===== config.mk =====
export PLATFORM = sky130hd
export DESIGN_NAME = seq_addsub_flat
export DESIGN_NICKNAME = d
export VERILOG_FILES = /design/src/rtl/seq_addsub_pkg.sv /design/src/rtl/seq_addsub_if.sv /design/src/rtl/addsub_chunk.sv /design/src/rtl/seq_addsub.sv /design/src/flat_wrapper.sv
export SDC_FILE = /design/constraint.sdc
export NUM_CORES = 1
export LEC_CHECK = 0
export ABC_AREA = 1
export BUFFER_PORTS_ARGS = -buffer_cell sky130_fd_sc_hd__buf_2
export CAP_MARGIN = 20
export CORE_ASPECT_RATIO = 2
export CORE_MARGIN = 4
export CORE_UTILIZATION = 55
export DETAILED_ROUTE_END_ITERATION = 6
export PLACE_DENSITY = 0.78
export SLEW_MARGIN = 20
export SYNTH_ARGS = -nofsm -noshare
export SYNTH_HDL_FRONTEND = slang
export SYNTH_SLANG_ARGS = --single-unit

===== constraint.sdc =====
create_clock -name clk -period 2.28 [get_ports clk]
set_input_delay 0.228 -clock clk [delete_from_list [all_inputs] [get_ports clk]]
set_output_delay 0.228 -clock clk [all_outputs]
set_load 0.05 [all_outputs]

===== src/rtl/seq_addsub_pkg.sv =====
// Shared types and constants for the chunked sequential adder/subtractor.
// Optional saturation is selected by the SEQ_ADDSUB_SAT_EN macro in seq_addsub.sv.
package seq_addsub_pkg;

  typedef enum logic [1:0] {
    IDLE = 2'd0,
    CALC = 2'd1,
    DONE = 2'd2
  } state_t;

  localparam logic OP_ADD = 1'b0;
  localparam logic OP_SUB = 1'b1;

endpackage


===== src/rtl/seq_addsub_if.sv =====
// Request/response bundle for seq_addsub: valid/ready operand input and result output.
interface seq_addsub_if #(
  parameter int WIDTH = 8
);
  logic             in_valid;
  logic             in_ready;
  logic [WIDTH-1:0] a;
  logic [WIDTH-1:0] b;
  logic             op;
  logic             out_valid;
  logic             out_ready;
  logic [WIDTH-1:0] result;
  logic             carry;
  logic             ovf;
  logic             zero;

  modport master (
    output in_valid, a, b, op, out_ready,
    input  in_ready, out_valid, result, carry, ovf, zero
  );

  modport slave (
    input  in_valid, a, b, op, out_ready,
    output in_ready, out_valid, result, carry, ovf, zero
  );
endinterface


===== src/rtl/addsub_chunk.sv =====
// Combinational CHUNK-bit adder slice with carry in/out, reused every CALC cycle.
module addsub_chunk #(
  parameter int CHUNK = 4
) (
  input  logic [CHUNK-1:0] a,
  input  logic [CHUNK-1:0] b,
  input  logic             cin,
  output logic [CHUNK-1:0] sum,
  output logic             cout
);
  assign {cout, sum} = {1'b0, a} + {1'b0, b} + {{CHUNK{1'b0}}, cin};
endmodule


===== src/rtl/seq_addsub.sv =====
// Sequential add/subtract processing CHUNK bits per clock through one shared adder slice.
// Define SEQ_ADDSUB_SAT_EN to saturate the result on signed overflow instead of wrapping.
module seq_addsub
  import seq_addsub_pkg::*;
#(
  parameter int WIDTH = 8,
  parameter int CHUNK = 4
) (
  input  logic         clk,
  input  logic         rst,
  seq_addsub_if.slave  bus
);
  localparam int NCH = WIDTH / CHUNK;
  localparam int KW  = $clog2(NCH + 1);

  state_t           state_q, state_d;
  logic [WIDTH-1:0] a_q, a_d, b_q, b_d, raw_q, raw_d, result_q, result_d;
  logic [KW-1:0]    k_q, k_d;
  logic             op_q, op_d, cy_q, cy_d, sa_q, sa_d, sb_q, sb_d;
  logic             carry_q, carry_d, ovf_q, ovf_d, zero_q, zero_d;
  logic [CHUNK-1:0] ch_sum;
  logic             ch_cout;
  logic             ovf_w;
  logic [WIDTH-1:0] final_w;

  // Operands shift right each cycle, so the slice always sees the low chunk.
  addsub_chunk #(.CHUNK(CHUNK)) u_chunk (
    .a    (a_q[CHUNK-1:0]),
    .b    (b_q[CHUNK-1:0]),
    .cin  (cy_q),
    .sum  (ch_sum),
    .cout (ch_cout)
  );

  assign ovf_w = (sa_q == sb_q) && (raw_q[WIDTH-1] != sa_q);

`ifdef SEQ_ADDSUB_SAT_EN
  assign final_w = !ovf_w ? raw_q :
                   raw_q[WIDTH-1] ? {1'b0, {(WIDTH-1){1'b1}}} : {1'b1, {(WIDTH-1){1'b0}}};
`else
  assign final_w = raw_q;
`endif

  always_comb begin
    state_d  = state_q;
    a_d      = a_q;
    b_d      = b_q;
    raw_d    = raw_q;
    k_d      = k_q;
    op_d     = op_q;
    cy_d     = cy_q;
    sa_d     = sa_q;
    sb_d     = sb_q;
    result_d = result_q;
    carry_d  = carry_q;
    ovf_d    = ovf_q;
    zero_d   = zero_q;
    case (state_q)
      IDLE: begin
        if (bus.in_valid) begin
          a_d     = bus.a;
          b_d     = (bus.op == OP_SUB) ? ~bus.b : bus.b;
          op_d    = bus.op;
          cy_d    = bus.op;
          sa_d    = bus.a[WIDTH-1];
          sb_d    = b_d[WIDTH-1];
          raw_d   = '0;
          k_d     = '0;
          state_d = CALC;
        end
      end
      CALC: begin
        if (k_q != KW'(NCH)) begin
          a_d   = a_q >> CHUNK;
          b_d   = b_q >> CHUNK;
          raw_d = (raw_q >> CHUNK) | (WIDTH'(ch_sum) << (WIDTH - CHUNK));
          cy_d  = ch_cout;
          k_d   = k_q + KW'(1);
        end else begin
          // All chunks done: this extra cycle registers the final result and flags.
          result_d = final_w;
          carry_d  = cy_q ^ op_q;
          ovf_d    = ovf_w;
          zero_d   = (final_w == '0);
          state_d  = DONE;
        end
      end
      DONE: begin
        if (bus.out_ready) state_d = IDLE;
      end
      default: state_d = IDLE;
    endcase
  end

  always_ff @(posedge clk or posedge rst) begin
    if (rst) begin
      state_q  <= IDLE;
      a_q      <= '0;
      b_q      <= '0;
      raw_q    <= '0;
      k_q      <= '0;
      op_q     <= 1'b0;
      cy_q     <= 1'b0;
      sa_q     <= 1'b0;
      sb_q     <= 1'b0;
      result_q <= '0;
      carry_q  <= 1'b0;
      ovf_q    <= 1'b0;
      zero_q   <= 1'b0;
    end else begin
      state_q  <= state_d;
      a_q      <= a_d;
      b_q      <= b_d;
      raw_q    <= raw_d;
      k_q      <= k_d;
      op_q     <= op_d;
      cy_q     <= cy_d;
      sa_q     <= sa_d;
      sb_q     <= sb_d;
      result_q <= result_d;
      carry_q  <= carry_d;
      ovf_q    <= ovf_d;
      zero_q   <= zero_d;
    end
  end

  assign bus.in_ready  = (state_q == IDLE);
  assign bus.out_valid = (state_q == DONE);
  assign bus.result    = result_q;
  assign bus.carry     = carry_q;
  assign bus.ovf       = ovf_q;
  assign bus.zero      = zero_q;

endmodule


===== src/flat_wrapper.sv =====
// flat-port wrapper written by rule: the top's interface ports become plain ports
module seq_addsub_flat import seq_addsub_pkg::*;
#(
  parameter int WIDTH = 8,
  parameter int CHUNK = 4
)
  (clk, rst, bus_in_valid, bus_a, bus_b, bus_op, bus_out_ready, bus_in_ready, bus_out_valid, bus_result, bus_carry, bus_ovf, bus_zero);
  seq_addsub_if #(.WIDTH(WIDTH)) bus_i ();
  input  logic clk;
  input  logic rst;
  input wire logic [$bits(bus_i.in_valid)-1:0] bus_in_valid;
  input wire logic [$bits(bus_i.a)-1:0] bus_a;
  input wire logic [$bits(bus_i.b)-1:0] bus_b;
  input wire logic [$bits(bus_i.op)-1:0] bus_op;
  input wire logic [$bits(bus_i.out_ready)-1:0] bus_out_ready;
  output wire logic [$bits(bus_i.in_ready)-1:0] bus_in_ready;
  output wire logic [$bits(bus_i.out_valid)-1:0] bus_out_valid;
  output wire logic [$bits(bus_i.result)-1:0] bus_result;
  output wire logic [$bits(bus_i.carry)-1:0] bus_carry;
  output wire logic [$bits(bus_i.ovf)-1:0] bus_ovf;
  output wire logic [$bits(bus_i.zero)-1:0] bus_zero;
  assign bus_i.in_valid = bus_in_valid;
  assign bus_i.a = bus_a;
  assign bus_i.b = bus_b;
  assign bus_i.op = bus_op;
  assign bus_i.out_ready = bus_out_ready;
  assign bus_in_ready = bus_i.in_ready;
  assign bus_out_valid = bus_i.out_valid;
  assign bus_result = bus_i.result;
  assign bus_carry = bus_i.carry;
  assign bus_ovf = bus_i.ovf;
  assign bus_zero = bus_i.zero;
  seq_addsub #(.WIDTH(WIDTH), .CHUNK(CHUNK)) u_core (.clk(clk), .rst(rst), .bus(bus_i));
endmodule

**Yosys cells after proc, flatten, opt, wreduce, memory -nomap -nowiden**

Cells that the tools add are included.

- Register bits: 43
- Latch bits: 0
- Bits in writable memories: 0
- ROM bits: 0
- Input port bits: 21
- Output and inout port bits: 13
- Memories: 0

- $add $sub $neg: 3
- Multiply operators: 0
- Div/mod/pow operators: 0
- Magnitude comparators: 0
- Equal/unequal tests: 9
- Shift-type cells: 0
- Mux-type cells: 20
- Bitwise operators: 4
- Reduce and logical (&&, ||, !) cells: 8

Operators by type and width:

| kind | number |
|---|---|
| two-way mux 8 bit | 7 |
| case mux 8 bit (2 select lines) | 3 |
| two-way mux 2 bit | 5 |
| logical NOT 8 bit | 1 |
| != test 2 bit (second input constant) | 4 |
| inverter 8 bit | 1 |
| OR 4 x 8 -> 8 bit | 1 |
| case mux 2 bit (3 select lines) | 1 |
| AND reduction 3 bit | 2 |
| adder 4 x 4 -> 5 bit | 1 |
| adder 5 x 1 -> 5 bit | 1 |
| case mux 2 bit (2 select lines) | 1 |
| AND reduction 2 bit | 2 |
| adder 2 x 1 -> 2 bit (second input constant) | 1 |
| == test 2 x 1 -> 1 bit (second input constant) | 1 |
| == test 2 bit (second input constant) | 1 |
| logical NOT 2 bit | 1 |
| two-way mux 1 bit | 2 |
| != test 2 x 1 -> 1 bit (second input constant) | 1 |
| case mux 1 bit (2 select lines) | 1 |
| nonzero test 2 bit | 1 |
| == test 1 bit | 1 |
| logical AND 1 bit | 1 |
| != test 1 bit | 1 |
| other kinds (2) | 2 |

**Logic depth before layout (Yosys ltp)**

Gate-level depths: netlist (run 1).

- Depth in word-level cells: 5
- Mapped depth: 9
- Mapped depth without buffers: 8

**Hierarchy**

From an unflattened synthesis (run 1), not the netlist that was laid out.

- Cells, all modules: 257
- Area, all modules: 2107.0 um^2

By module, submodules not included:

| module | instances | cells an instance | area each (um^2) |
|---|---|---|---|
| seq_addsub | 1 | 232 | 1941.9 |
| addsub_chunk | 1 | 25 | 165.2 |

**Worst setup path after synthesis (run 1)**

OpenSTA, ideal clock, no wires.

- Kind: register -> register
- Start: reg u_core.state_q[0]
- End: reg u_core.b_q[1]
- Setup time: 117 ps
- Data arrival time: 1775 ps
- Slack: 387 ps
- Stages on the path, launching flop included: 8
- Period minus slack after synthesis: 1893 ps
- Path through: dfrtp_1 -> nor2_1 -> nand2_2 -> nand2_4 -> inv_2 -> buf_6 -> nand2_1 -> nand2_1

- Longest elaborated chain between the ends: 3
- Elaborated cells on any way between the ends: 7
- Those cells by class: eq/ne (3); mux (1); reduce/logical (3)

Ends and longest elaborated chain:

| what | line | source |
|---|---|---|
| start: declaration | seq_addsub.sv:16 | `state_t state_q, state_d;` |
| start signal: assignment | seq_addsub.sv:111 | `state_q <= state_d;` |
| logical NOT 2 bit * | - |  |
| named net bus_in_ready | flat_wrapper.sv:16 | `output wire logic [$bits(bus_i.in_ready)-1:0] bus_in_ready;` |
| != test 2 bit (no line) or nonzero test 2 bit (tied branches) | - |  |
| AND reduction 3 bit (no line) | - |  |
| end signal: assignment | seq_addsub.sv:99 | `b_q <= '0;` |
| end signal: assignment | seq_addsub.sv:113 | `b_q <= b_d;` |
| end: declaration | seq_addsub.sv:17 | `logic [WIDTH-1:0] a_q, a_d, b_q, b_d, raw_q, raw_d, result_q, result_d;` |

The timed path passes the listed nets; every way through them passes the cells marked *.
A chain may end at the register's enable or synchronous reset.

**Worst setup path after layout (run 1)**

- Start: reg u_core.cy_q
- End: reg u_core.cy_q

- Longest elaborated chain between the ends: 3

Ends and longest elaborated chain:

| what | line | source |
|---|---|---|
| start: declaration | seq_addsub.sv:19 | `logic op_q, op_d, cy_q, cy_d, sa_q, sa_d, sb_q, sb_d;` |
| start signal: assignment | seq_addsub.sv:117 | `cy_q <= cy_d;` |
| adder 5 x 1 -> 5 bit | addsub_chunk.sv:11 | `assign {cout, sum} = {1'b0, a} + {1'b0, b} + {{CHUNK{1'b0}}, cin};` |
| two-way mux 1 bit | seq_addsub.sv:73 | `if (k_q != KW'(NCH)) begin` |
| case mux 1 bit (2 select lines) | seq_addsub.sv:58 | `case (state_q)` |

No other way between the ends. The select of a mux whose other input is x is not followed.

==> results of run 1 <==
-- cells by family after synthesis --
group / synth area share
DFF: 0.535
and+or+nand+nor: 0.210
buffers and inverters: 0.0753
adders and majority gates: 0.0448
xor gates and xnor gates: 0.0305
AOI/OAI and AO/OA: 0.104
-- sequential cells by signal, indices dropped and copies added (netlist names) --
register / count
u_core.sa_q: 1
u_core.state_q: 2
u_core.sb_q: 1
u_core.bus.ovf: 1
u_core.bus.result: 8
u_core.bus.carry: 1
u_core.bus.zero: 1
u_core.a_q: 8
u_core.op_q: 1
u_core.b_q: 8
u_core.cy_q: 1
u_core.k_q: 2
u_core.final_w: 8
-- cell type report --
cell class	count	share of cell area
Multi-Input combinational cell	154	0.341
Timing Repair Buffer	35	0.0785
Inverter	25	0.0409
Clock buffer	6	0.0316
Sequential cell	43	0.469
Clock inverter	1	0.0131
Tap cell	48	0.0262
-- placed cells by master, fill, tap and decap left out, drive strengths merged --
cell type | netlist | layout
fa | 2 | 2
clkbuf | 0 | 6
o31ai | 1 | 1
o22ai | 5 | 5
nor2 | 8 | 8
xnor2 | 6 | 6
xor2 | 1 | 1
or2 | 3 | 3
buf | 8 | 35
bufinv | 0 | 1
nand2 | 78 | 78
ha | 4 | 4
nand4 | 1 | 1
nand3 | 11 | 11
o21ai | 29 | 29
dfrtp | 43 | 43
a21oi | 5 | 5
inv | 25 | 25
-- where the power goes --
part           internal [W]  switching [W]  leakage [nW]
logic              0.000558        0.00125         0.611
registers           0.00109       0.000185         0.552
clock network      0.000321       0.000243        0.0513
total               0.00197        0.00168          1.21
-- path summary, 6_finish.rpt --
kind,endpoint,slack [ns],start,cells past startpoint
worst min register to register,u_core.bus.zero$_DFFE_PP0P_,0.48,u_core.bus.zero$_DFFE_PP0P_,2
worst min-delay path,u_core.state_q[1]$_DFFE_PP0P_,0.05,rst,3
worst max-delay path,u_core.cy_q$_DFFE_PP0P_,0.49,u_core.cy_q$_DFFE_PP0P_,8
min in group clk,u_core.state_q[1]$_DFFE_PP0P_,0.11,bus_out_ready,2
max in group asynchronous,u_core.b_q[4]$_DFFE_PP0P_,1.86,rst,3
worst max register to register,u_core.cy_q$_DFFE_PP0P_,0.49,u_core.cy_q$_DFFE_PP0P_,8
-- tightest hold or removal path, delay by kind of cell --
family                 cells  cell delay, ns
buffers and inverters      3            0.56
-- metal layers --
metal,vias to the layer above,wire [µm],part of all wire
met5,-,0,0
met4,0,120,0.030
met3,8,156,0.039
li1,792,-,-
met2,39,2180,0.55
met1,727,1510,0.38
-- stage by stage --
stage	hold WS [ns]	setup WS (ns)	std cells	power [W]
after floorplan	0.324	0.387	230	0.00276
after global placement	0.387	0.572	305	0.00306
after detailed placement	0.386	0.510	305	0.00312
after CTS	0.0761	0.472	312	0.00369
after global routing	0.106	0.379	312	0.00398
final	0.0544	0.494	312	0.00365
==> summary.txt, run 1 <==
Timing
  • Relative slew slack: 0.648
  • Maximum clock rate: 560 MHz
  • Max Clock Skew: 0.00382 ns
  • Sum Neg Setup Slack: 0 ns
  • RSZ-0062 raised after global routing: false
  • Least-Margin Pin Slew: 0.527 ns
  • Tcrit/Tclk final: 0.783
  • Setup violations, final: 0
  • Final Hold Viols: 0
  • Post-route minimum period: 1.79 ns
  • Final Max Slew Viols: 0

Cells and area
  • Final instance area: 2300 µm²
  • Layout cell share with drive strength beyond 1: 0.186
  • # nets final: 291
  • # fillers: 330
  • Final core utilization: 0.665
  • Antenna diode count: 0
  • Multi-input logic area: 783 µm²
  • Layout area overhead: 14.2%
  • Register area: 1080 µm²

Worst setup path
  • CP delay by family, top: adder cells
  • Critical Path Sink Type: register
  • Worst setup SP type: register
  • Max stage delay on crit path: 0.47 ns
  • Critical Path AT: 1.96 ns
  • Most common cell on crit path: nand2_1
  • CP max-delay cell: fa_1
  • Critical path type: register to register
  • Critical path fanouts, max: 3
  • Critical path buffers and inverters: 0
  • WP data required: 2.45 ns
  • Worst-path cell chain: fa_1, fa_1, nand2_1, nand2_1, nand2_1, nand2_1, nand3_1, nand2_1

Yosys
  • Post-synth top area share: 0.535
  • Synth top cells by count: nand2_1, dfrtp_1, o21ai_0
  • Yosys warnings: 0
  • Post-synth ARST share: 1.00
  • EDFF count, synth: 0
  • Post-synthesis cell count: 230
  • #FFs+latches synth: 43
  • Synth unique cells: 22
  • Most area-consuming cells after synthesis: dfrtp_1, nand2_1, o21ai_0
  • Mapped Nets: 257
  • Most common cell in the netlist: nand2_1
  • Leading area contributor after synthesis: dfrtp_1
  • Sequential-to-total area share from yosys stat: 0.535
  • Syn_area_per_cell: 8.74 µm²
  • Primary FF master, synth: dfrtp_1
  • Syn Std Cell Area: 2010 µm²

CTS
  • Cts repair resizes: 0
  • Htree depth: 2
  • Maximum buffer depth of the clock tree: 2
  • TritonCTS sink count: 43
  • Post-CTS setup buffer count: 0
  • Clock tree from TritonCTS: done
  • Post-CTS Hold Fix Bufs: 0
  • Worst-Skew Late Latency: 0.29 ns
  • Inserted Clock Buffers: 5
  • CTS clock-pin slew for the worst setup and hold paths: 0.08 ns
  • Clock root cell: clkbuf_8

Placed design
  • I/O Buffers: 33
  • Placed instance area: 2190 µm²
  • HPWL Detailed: 2900 µm
  • Routability cong.: 0.869

Drt
  • Final wirelength: 3960 µm
  • TritonRoute pass-1 iters: 4
  • Detailed-route wire length per cell: 12.7 µm
  • Iter 0 DRT Violations: 42
  • Antenna-violating nets left: 0
  • Via count: 1566
  • # DRC: 0
  • DR vias/cell: 5.02

Floorplanning
  • # rows: 30
  • Initial core utilization: 0.582
  • Die Ht: 93.5 µm
  • Core area: 3450 µm²
  • Ports: 34
  • DIE AREA: 4750 µm²
  • DIE WIDTH: 50.8 µm

GRT
  • Met3 Track Usage GR: 0.0399
  • Global route overflow: 0
  • Busiest grt layer: met2
  • Global-route usage over all layers: 0.195
  • Met2 GRT Util: 0.364
  • Vias in the first global route: 1597
  • Pin count of the biggest net entering global routing: 44
  • Global-route wire length before repair: 6960 µm
  • Antenna violations before repair: 0
  • Met1 Use GR: 0.197

Flow run
  • Max-cap viol count: 0

Power and ir drop
  • Leakage: 1.21 nW
  • Maximum VDD drop: 0.000769 V
  • PD cells: 1590 nW/µm²

Min path
  • Worst Hold Class: primary input to asynchronous set/reset pin

Outcome
  • Status: finished clean
No activity file was read; power rests on OpenSTA's default activity.
==> inputs of run 2 (changes only) <==
--- a/config.mk
+++ b/config.mk
@@ -10,9 +10,9 @@
 export CAP_MARGIN = 20
 export CORE_ASPECT_RATIO = 2
 export CORE_MARGIN = 4
-export CORE_UTILIZATION = 55
+export CORE_UTILIZATION = 50
 export DETAILED_ROUTE_END_ITERATION = 6
-export PLACE_DENSITY = 0.78
+export PLACE_DENSITY = 0.75
 export SLEW_MARGIN = 20
 export SYNTH_ARGS = -nofsm -noshare
 export SYNTH_HDL_FRONTEND = slang
==> constraint.sdc (replaced) <==
create_clock -name clk -period 1.5 [get_ports clk]
set_input_delay 0.15 -clock clk [delete_from_list [all_inputs] [get_ports clk]]
set_output_delay 0.15 -clock clk [all_outputs]
set_load 0.05 [all_outputs]
==> run 2 against run 1 <==
Compared with the run above: the run now ends with negative setup slack left; flip-flop and latch count unchanged; clock power up 15%; clock-buffer cell count unchanged; global-route usage about the same; critical endpoint unchanged; register-to-register slack worse by 0.61 ns; clock skew up 0.0012 ns; combinational power up 71%; maximum frequency up 10%; critical path type unchanged; sequential share of layout area down 1.2 points; total power up 56%.
==> summary.txt, run 2 (same netlist as run 1, synthesis figures left out) <==
Outcome
  • Status: finished, violations left
  • Failing checks: negative setup slack

Worst setup path
  • Critical path buffers and inverters: 0 (unchanged)
  • Critical Path Sink Type: register
  • Critical Path Start: u_core.cy_q$_DFFE_PP0P_
  • Critical path type: register to register
  • Most common cell on crit path: nand2_1
  • Worst setup SP type: register
  • Critical Path AT: 1.80 ns (-0.16 ns)
  • Worst-path cell chain: fa_2, fa_2, nand2_1, nand2_1, nand2_1, nand2_1, nand3_1, nand2_1
  • Reg2Reg Depth: 8 (unchanged)
  • WP depth: 8 (unchanged)
  • Reg2Reg Launch Point: u_core.cy_q$_DFFE_PP0P_
  • WP data required: 1.68 ns (-0.77 ns)
  • Max stage delay on crit path: 0.42 ns (-0.05 ns)
  • Critical path fanouts, max: 2 (-1)
  • Worst R2R Setup Slack: -0.12 ns (-0.61 ns)
  • CP delay by family, top: adder cells
  • Critical R2R Capture: u_core.cy_q$_DFFE_PP0P_
  • Critical Path Sink: u_core.cy_q$_DFFE_PP0P_
  • CP max-delay cell: fa_2

Timing
  • Final Hold Viols: 0 (unchanged)
  • Least-Margin Pin Slew: 0.520 ns (-0.00658 ns)
  • RSZ-0062 raised after global routing: true
  • Setup violations, final: 3 (+3)
  • Relative slew slack: 0.653 (+0.00477)
  • Post-route worst setup slack: -0.120 ns (-0.614 ns)
  • Min Hold Slack: 0.0409 ns (-0.0135 ns)
  • Maximum clock rate: 617 MHz (+10%)
  • Max Clock Skew: 0.00503 ns (+0.00121 ns)
  • Tcrit/Tclk final: 1.08 (+0.297)
  • Final Max Slew Viols: 0 (unchanged)
  • Post-route minimum period: 1.62 ns (-0.166 ns)

CTS
  • Post-CTS setup buffer count: 0 (unchanged)
  • Clock tree from TritonCTS: done
  • CTS clock-pin slew for the worst setup and hold paths: 0.07 ns (about the same)
  • Worst-Skew Late Latency: 0.28 ns (about the same)
  • Htree depth: 2 (unchanged)
  • Inserted Clock Buffers: 5 (unchanged)
  • Clock root cell: clkbuf_8
  • TritonCTS sink count: 43 (unchanged)
  • Maximum buffer depth of the clock tree: 2 (unchanged)

GRT
  • Global-route wire length before repair: 7500 µm (+7.7%)
  • Global-route usage over all layers: 0.195 (about the same)
  • Global route overflow: 0 (unchanged)
  • Pin count of the biggest net entering global routing: 44 (unchanged)
  • Vias in the first global route: 1696 (+6.2%)
  • Antenna violations before repair: 0 (unchanged)

Cells and area
  • Layout area overhead: 17.4%
  • Layout Cells excl Fill: 321 (+2.9%)
  • Most frequent cells in the layout: nand2_1, dfrtp_1, buf_2
  • Antenna diode count: 0 (unchanged)
  • Layout cell share with drive strength beyond 1: 0.226 (+0.0403)
  • Most common cell after layout, fill and taps aside: nand2_1
  • # nets final: 298 (+2.4%)
  • Final core utilization: 0.608 (-0.0569)

Placed design
  • Pre-CTS WS: -0.119 ns (-0.629 ns)
  • Routability cong.: 0.828 (-4.7%)
  • Placed Instances: 314 (+3.0%)
  • HPWL Detailed: 3150 µm (+8.6%)
  • I/O Buffers: 33 (unchanged)

Flow run
  • Max-cap viol count: 0 (unchanged)

Floorplanning
  • Core area: 3880 µm² (+12%)
  • Die Ht: 97.7 µm (+4.5%)
  • DIE AREA: 5160 µm² (+8.8%)
  • DIE WIDTH: 52.8 µm (+4.1%)
  • Ports: 34 (unchanged)
  • Initial core utilization: 0.518 (-0.0645)
  • # rows: 32 (+6.7%)

Drt
  • Final wirelength: 4130 µm (+4.3%)
  • Antenna-violating nets left: 0 (unchanged)
  • DR vias/cell: 5.00 (-0.45%)
  • Iter 0 DRT Violations: 38 (-9.5%)
  • # DRC: 0 (unchanged)
  • Via count: 1604 (+2.4%)
  • TritonRoute pass-1 iters: 4 (unchanged)
  • Detailed-route wire length per cell: 12.9 µm (+1.4%)

Power and ir drop
  • Seq pwr share: 0.343 (-0.007)
  • Switching pwr: 0.00264 W (+57%)
  • Maximum VDD drop: 0.00133 V (+73%)
  • Cell Int Power: 0.00306 W (+55%)
  • Leakage: 1.24 nW (+1.8%)
  • PD cells: 2410 nW/µm² (+52%)
  • Clock power share: 0.114 (-0.041)
  • Switching share of power: 0.462 (+0.00269)
  • Gate power share: 0.543 (+0.048)
  • Total power: 0.00570 W (+56%)

Min path
  • Worst Hold Launch: bus_out_ready
  • Worst Hold Class: primary input to register
==> run 2: layout make-up <==
class,count,area [µm²]
multi-input combinational,154,803
fill,384,1520
clock buffer,6,72.6
sequential,43,1080
inverter,25,96.3
tap,51,63.8
timing repair buffer,42,248
==> run 2: what timing repair did <==
action / CTS / global route
hold endpoints to repair: 16 / 0
setup endpoints to repair: 6 / 10
gates resized for setup: 3 / 3
hold buffers: 1 / 0
pin swaps: 4 / 0
==> run 2: layer usage <==
layer  share of wire  vias to the layer above  global-route usage  wire length, µm
met5               0                        -                   0                0
met4           0.040                        0               0.106              164
met3           0.038                       13              0.0292              157
met2            0.56                       37               0.329             2320
met1            0.36                      751               0.225             1490
li1                -                      803                   -                -
==> run 2: power by group through the flow <==
stage / clock [W] / combinational [W] / sequential, W
after detailed placement: 0 / 0.00308 / 0.00197
after CTS: 0.000675 / 0.00313 / 0.00195
final: 0.000651 / 0.00310 / 0.00195
after global routing: 0.000719 / 0.00357 / 0.00201
after floorplan: 0 / 0.00191 / 0.00232
after global placement: 0 / 0.00298 / 0.00195
==> run 2: per-stage QoR <==
| stage | instance area, µm² | TNS (ns) |
|---|---|---|
| after floorplan | 2020 | -0.0320 |
| after global placement | 2270 | -0.0872 |
| after detailed placement | 2270 | -0.235 |
| after CTS | 2350 | -0.253 |
| after global routing | 2360 | -0.463 |
| final | 2360 | -0.259 |
==> run 2: worst min path at each step <==
stage / to / slack, ns / cells after the start
floorplan: u_core.state_q[1]$_DFFE_PP0P_ / 0.25 / 1
finish: u_core.state_q[1]$_DFFE_PP0P_ / 0.04 / 2
global route: u_core.state_q[1]$_DFFE_PP0P_ / 0.04 / 2
detailed placement: u_core.bus.ovf$_DFFE_PP0P_ / 0.31 / 3
global placement: u_core.state_q[1]$_DFFE_PP0P_ / 0.31 / 3
CTS: u_core.state_q[1]$_DFFE_PP0P_ / 0.04 / 2
